[src/rtl/abl_gen.sv]
// Address Bus Low generator: base + index + carry adder feeding ABL, a
// combinational carry into the ABH stage, PCL/PCC, and the page-cross fix-up FSM.
module abl_gen #(
  parameter logic [7:0] RST_VEC = 8'hFC
) (
  input  logic       clk,
  input  logic       rst_n,
  input  logic [2:0] base,
  input  logic [1:0] vec,
  input  logic [1:0] idx,
  input  logic       ci,
  input  logic       defer,
  input  logic       zp,
  input  logic       pc_ld,
  input  logic [7:0] DB,
  input  logic [7:0] X,
  input  logic [7:0] Y,
  output logic [7:0] ABL,
  output logic       CO,
  output logic       fix,
  output logic [7:0] PCL,
  output logic       PCC
);

  typedef enum logic {
    IDLE = 1'b0,
    FIX  = 1'b1
  } state_e;

  state_e     state_q, state_d;
  logic [7:0] abl_q, abl_d;
  logic [7:0] pcl_q, pcl_d;
  logic       pcc_q, pcc_d;
  logic       co_raw;

  logic [7:0] base_val;
  logic [7:0] idx_val;
  logic [8:0] sum;
  logic [8:0] pc_inc;

  always_comb begin
    base_val = 8'h00;
    casez (base)
      3'b000:  base_val = abl_q;
      3'b001:  base_val = pcl_q;
      3'b010:  base_val = DB;
      3'b011:  base_val = 8'h00;
      3'b1??:  base_val = {5'b11111, vec, 1'b0};
      default: base_val = 8'h00;
    endcase
  end

  always_comb begin
    idx_val = 8'h00;
    case (idx)
      2'b00:   idx_val = 8'h00;
      2'b01:   idx_val = X;
      2'b10:   idx_val = Y;
      2'b11:   idx_val = 8'hFF;
      default: idx_val = 8'h00;
    endcase
  end

  assign sum    = {1'b0, base_val} + {1'b0, idx_val} + {8'd0, ci};
  assign pc_inc = {1'b0, sum[7:0]} + 9'd1;

  // A deferred carry only costs the FIX cycle when the page is really crossed;
  // during FIX the held carry is presented to ABH and every select is ignored.
  always_comb begin
    state_d = state_q;
    abl_d   = abl_q;
    pcl_d   = pcl_q;
    pcc_d   = 1'b0;
    co_raw  = 1'b0;
    case (state_q)
      IDLE: begin
        abl_d = sum[7:0];
        if (!zp) begin
          if (defer) begin
            if (sum[8]) state_d = FIX;
          end else begin
            co_raw = sum[8];
          end
        end
        if (pc_ld) {pcc_d, pcl_d} = pc_inc;
      end
      FIX: begin
        co_raw  = 1'b1;
        state_d = IDLE;
      end
      default: state_d = IDLE;
    endcase
  end

  always_ff @(posedge clk or negedge rst_n) begin
    if (!rst_n) begin
      state_q <= IDLE;
      abl_q   <= RST_VEC;
      pcl_q   <= 8'h00;
      pcc_q   <= 1'b0;
    end else begin
      state_q <= state_d;
      abl_q   <= abl_d;
      pcl_q   <= pcl_d;
      pcc_q   <= pcc_d;
    end
  end

  // Gating with rst_n keeps a reset taken mid-FIX from leaking a CO pulse.
  assign CO  = rst_n & co_raw;
  assign ABL = abl_q;
  assign fix = (state_q == FIX);
  assign PCL = pcl_q;
  assign PCC = pcc_q;

endmodule

[config.mk]
export PLATFORM = sky130hd
export DESIGN_NAME = abl_gen
export DESIGN_NICKNAME = d
export VERILOG_FILES = /design/src/rtl/abl_gen.sv
export SDC_FILE = /design/constraint.sdc
export NUM_CORES = 1
export LEC_CHECK = 0
export BUFFER_PORTS_ARGS = -buffer_cell sky130_fd_sc_hd__buf_4
export CORE_AREA = 3 3 57 59
export DETAILED_ROUTE_END_ITERATION = 7
export DIE_AREA = 0 0 60 62
export MAX_ROUTING_LAYER = met4
export PLACE_DENSITY = 0.94
export SYNTH_ARGS = -nofsm -noshare
export SYNTH_HDL_FRONTEND = slang
export SYNTH_SLANG_ARGS = --single-unit
[constraint.sdc]
create_clock -name clk -period 5.01 [get_ports clk]
set_input_delay 0.2505 -clock clk [delete_from_list [all_inputs] [get_ports clk]]
set_output_delay 0.2505 -clock clk [all_outputs]
set_load 0.01 [all_outputs]
; ---- Word-level counts from Yosys, hierarchy flattened
; Index checks and enable logic that the tools add are counted.
[totals]
romBits = 0
elab_cells = 29
mem_count = 0
latch_bits = 0
regBits = 18
inputBits = 37
ram_bits = 0
[classes]
n_addsub = 3
magnitude_cmp = 0
mux = 11
n_mul = 0
bitwise_logic = 2
n_shift = 0
n_div = 0
n_eq_ne = 6
reduce_logical = 3
[op_table]
columns = operator, count
row1 = case mux 8 bit (5 select lines), 1
row2 = case mux 8 bit (4 select lines), 1
row3 = adder 8 x 1 -> 9 bit (second input constant), 1
row4 = adder 8 x 8 -> 9 bit, 1
row5 = adder 9 x 1 -> 9 bit, 1
row6 = 2-to-1 mux 1 bit, 7
row7 = == test 3 x 2 -> 1 bit (second input constant), 2
row8 = == test 2 bit (second input constant), 2
row9 = case mux 1 bit (2 select lines), 2
row10 = == test 3 x 1 -> 1 bit (second input constant), 1
row11 = logical NOT 3 bit, 1
row12 = == test 2 x 1 -> 1 bit (second input constant), 1
row13 = logical NOT 2 bit, 1
row14 = AND reduction 2 bit, 1
row15 = bitwise AND 1 bit, 1
row16 = NOT 1 bit, 1

; ---- Logic depth before layout (Yosys ltp)
[logic_depth]
word_depth = 8
depth_mapped = 15
depth_no_buf = 14

; ---- Worst setup path before layout
; No wires, ideal clock.
[synth_path]
kind = input-to-reg
from = input base[1]
to = register pcl_q[7], in the netlist PCL[7]
setup_ps = 82
t_arrival_ps = 3033
stages = 14
required_ps = 4928
path_slack_ps = 1896
cell_sequence = clkbuf_1 -> nor2b_1 -> clkbuf_1 -> a21oi_1 -> nor2_1 -> fa_1 -> inv_1 -> fa_1 -> nor2b_1 -> o22ai_1 -> xnor2_2 -> nand3b_1 -> or4_1 -> a31oi_1
[synth_via]
elab_chain_len = 5
[synth_rtl]
columns = item, line
row1 = from (decl), 8  ; input logic [2:0] base,
row2 = "== test 3 x 2 -> 1 bit, or another cell as far along", 43  ; casez (base)
row3 = case mux 8 bit (5 select lines) *, 43
row4 = adder 8 x 8 -> 9 bit *, 64  ; assign sum = {1'b0, base_val} + {1'b0, idx_val} + {8'd0, ci};
row5 = adder 9 x 1 -> 9 bit *, 64
row6 = adder 8 x 1 -> 9 bit *, 65  ; assign pc_inc = {1'b0, sum[7:0]} + 9'd1;
row7 = to (signal assigned), 104  ; pcl_q <= pcl_d;
row8 = to (decl), 32  ; logic [7:0] pcl_q, pcl_d;
; Mark *: on every way between the ends. The rest lies on a longest branch, timed or not.
; A chain may end at the register's enable or synchronous reset.

; ---- Worst setup path after layout
[layout_path]
from = input base[1]
to = output CO
[layout_via]
elab_chain_len = 8
[layout_rtl]
columns = item, line
row1 = "== test 3 x 2 -> 1 bit, or another cell as far along", 43
row2 = case mux 8 bit (5 select lines) *, 43
row3 = adder 8 x 8 -> 9 bit *, 64
row4 = adder 9 x 1 -> 9 bit *, 64
row5 = 2-to-1 mux 1 bit *, 79  ; if (defer) begin
row6 = 2-to-1 mux 1 bit *, 78  ; if (!zp) begin
row7 = case mux 1 bit (2 select lines) *, 75  ; case (state_q)
row8 = bitwise AND 1 bit *, 110  ; assign CO = rst_n & co_raw;
row9 = to (decl), 19  ; output logic CO,
; Marked as above.

==> impl_metrics.yaml <==
critical_path:
  worstSetupPathDepth: 14
  cp_max_fo: 9
  arrival_ns: 3.00
  cp.required_ns: 4.76
  ff2ff_path_depth: 13
  cp_slowest_stage_delay_ns: 0.43
  crit_family: "compound AO/OA/AOI/OAI gates"
  critPathKind: "in -> out"
  end_kind: "output port"
  critPathLaunchType: "input port"
  slowest_stage: "nor2b_1"
  crit_buf_inv: 3
  crit_chain: "buf_4 > nor2b_1 > a21oi_1 > nor2_1 > fa_1 > inv_1 > fa_1 > nor2b_1 > o2111ai_1 > a21boi_0 > o21ai_1 > a211oi_1 > o21a_1 > buf_4"
finish:
  area_growth_syn_to_layout_pct: 31.9
  antenna_cells: 0
  layoutNonFillerInstCount: 255
  final_cell_area_um2: 1940
  finish.utilization_pct: 70.2
  finalNetCount: 272
  final.fill_count: 209
  drive_gt1_share_pct: 33.5
  multi_input_area_um2: 950
  regArea_um2: 458
logic_synthesis:
  async_flop_share_pct: 100
  synth_area_um2: 1470
  yosys.area_share.adder_pct: 9.55
  synth_edf_count: 0
  syn_avg_cell_area_um2: 8.53
  synth_top_family_by_area: "compound AO/OA/AOI/OAI gates"
  ys_seq_area_share_pct: 31.2
  synth_seq_cells: 18
  synth_area_leaders: "dfrtp_1, dfstp_2, ha_1"
  ys.flop_type: "dfrtp_1"
  yosysWarningCount: 0
  synth_top_area_share_pct: 20.5
  synth.distinct_cells: 39
  syn_nets: 219
  synth_compound_area_share_pct: 21.8
  yosys.area.top_type: "dfrtp_1"
  synth.area.mux_share_pct: 9.21
  synth_common_cells: "nor2_1, a21oi_1, nand2_1, o21ai_0, dfrtp_1"
  synthCells: 172
  synthSimpleGateAreaFrac_pct: 15.3
  yosysMostFrequentCell: "nor2_1"
  synth_xor_area_share_pct: 8.78
floorplanning:
  die_w_um: 60
  die_area_um2: 3720
  io_pins: 56
  core-area_um2: 2760
  start_util_pct: 53.2
  rows: 19
  die_h_um: 62
timing:
  slew-limit-headroom_pct: 64.3
  postLayoutSetupSlackWorst_ns: 1.76
  finalHoldViolCount: 0
  period_minus_slack_ns: 3.25
  rsz0062_at_grt: "false"
  timing.final.max_slew_violations: 0
  fmax_mhz: 307
  worst_pin_slew_ns: 0.531
  setup_tns_ns: 0
  finalSetupViolations: 0
  fin_crit_sh_pct: 65.0
  skew_ns: 0.00909
  worst_hold_slack_ns: 0.119
grt:
  antenna_found_initial: 0
  first_global_vias: 1394
  grt_overflow: 0
  grt_use_total_pct: 23.1
  grt_max_degree: 20
  grt_pass1_wl_um: 6200
min_path:
  hold_depth: 2
  hp-class: "in -> reg"
clock_network:
  cts_root_buffer: "clkbuf_4"
  clock_sink_count: 18
  cts_max_level: 1
  clockBufferDepth: 2
  clk_latency_ns: 0.30
  cts_tree: "done"
  cts.clk_slew.worst_paths_ns: 0.11
  ctsResizeCount: 0
  cts_buffers: 3
pwr:
  p_leak_nw: 0.909
  p_seq_share_pct: 33.9
  p_sw_mw: 0.332
  total_power_mw: 0.817
  clockPowerShare_pct: 11.1
  power.density_nw_per_um2: 422
  peakVddDrop_uv: 333
  p_int_mw: 0.485
  combinationalPowerShare_pct: 55.0
  switching_share_pct: 40.7
drt:
  avgViaCountPerCell: 5.73
  ant_nets: 0
  dr.pass1.iters: 4
  wl_per_cell_um: 15.3
  routed_wl_um: 3900
  vias: 1460
  drc: 0
  first_iter_violations: 80
run_status:
  outcome: "completed"
placed_design:
  pre_cts_ws_ns: 1.63
  place.gp.congestion: 0.880
  portBuffers: 55
  dpl_cell_area_um2: 1890
  dp.cells: 250
  hpwlAfterDp_um: 3140
job:
  max_cap_viol_count: 0
[worst register-to-register path: stages, from the launching register on]
cell      delay [ns]
dfrtp_1         0.37
mux2i_1         0.08
nor2_1          0.10
a21oi_1         0.05
nor2_1          0.16
fa_1            0.27
inv_1           0.07
fa_1            0.40
nor2b_1         0.18
o22ai_1         0.14
xnor2_2         0.27
nand3b_1        0.13
or4_1           0.53
a31oi_1         0.20
[final cells by class]
class | instances | share of cell area (%)
clock buffers | 4 | 1.87
inverters | 8 | 1.55
multi-input cells | 138 | 49.1
flip-flops and latches | 18 | 23.7
well taps | 31 | 2.00
repair buffers | 56 | 21.8
[power by group through the flow]
stage / Clock [mW] / Combinational, mW / Sequential (mW)
floorplan: 0 / 0.244 / 0.295
global placement: 0 / 0.429 / 0.279
finish: 0.0906 / 0.449 / 0.277
detailed placement: 0 / 0.443 / 0.279
global route: 0.0984 / 0.491 / 0.285
CTS: 0.0918 / 0.450 / 0.276
[cell usage in the layout (no fill, tap or decap), types with 2 or more instances in the layout]
cell type | netlist | routed
clkbuf_4 | 0 | 3
a21o_1 | 2 | 2
xnor2_1 | 8 | 8
nor2b_1 | 3 | 3
dfrtp_1 | 12 | 12
o21ai_0 | 14 | 14
ha_1 | 8 | 8
dfstp_2 | 6 | 6
buf_4 | 0 | 55
xor2_1 | 3 | 3
mux2i_1 | 9 | 9
nand2_1 | 16 | 16
nand3_1 | 4 | 4
mux2_2 | 4 | 4
nor2_1 | 21 | 21
o21ai_1 | 6 | 6
a211oi_1 | 2 | 2
fa_1 | 2 | 2
a21oi_1 | 16 | 16
inv_1 | 8 | 8
[metal layers]
| metal | part of all wire, % | global-route usage, % | vias to the layer above | routed length (µm) |
|---|---|---|---|---|
| met4 | 3.7 | 10.1 | 0 | 145 |
| met1 | 38 | 27.4 | 669 | 1480 |
| met5 | 0 | - | - | 0 |
| li1 | - | - | 704 | - |
| met3 | 8.1 | 4.55 | 14 | 316 |
| met2 | 50 | 38.3 | 73 | 1960 |
[logic make-up (layout without fill, tap and decap cells)]
kind of cell / count (synthesis) / after routing
AOI/OAI and AO/OA: 51 / 51
xor gates and xnor gates: 13 / 13
adders and majority gates: 10 / 10
buffers and inverters: 16 / 68
DFF: 18 / 18
muxes: 13 / 13
and+or+nand+nor: 51 / 51
[state kept, by name (all words and copies together) (netlist names)]
signal and count:
PCC 1, fix 1, PCL 8, ABL 8
[path summary, 6_finish.rpt]
path                          from  endpoint  slack (ns)
max in group asynchronous    rst_n    ABL[3]        4.40
min                             zp       fix        0.12
min reg2reg                 ABL[7]    ABL[7]        0.50
max reg2reg                 ABL[0]    PCL[7]        1.98
min in group asynchronous    rst_n       PCC        0.34
max                        base[1]        CO        1.76
[what timing repair did]
| action | 4_1_cts | 5_1_grt |
|---|---|---|
| buffers inserted | 0 | 0 |
| hold buffers | 1 | 0 |
| endpoints found under the hold margin | 12 | 0 |
Note: power is estimated with default switching activity, not from simulation.
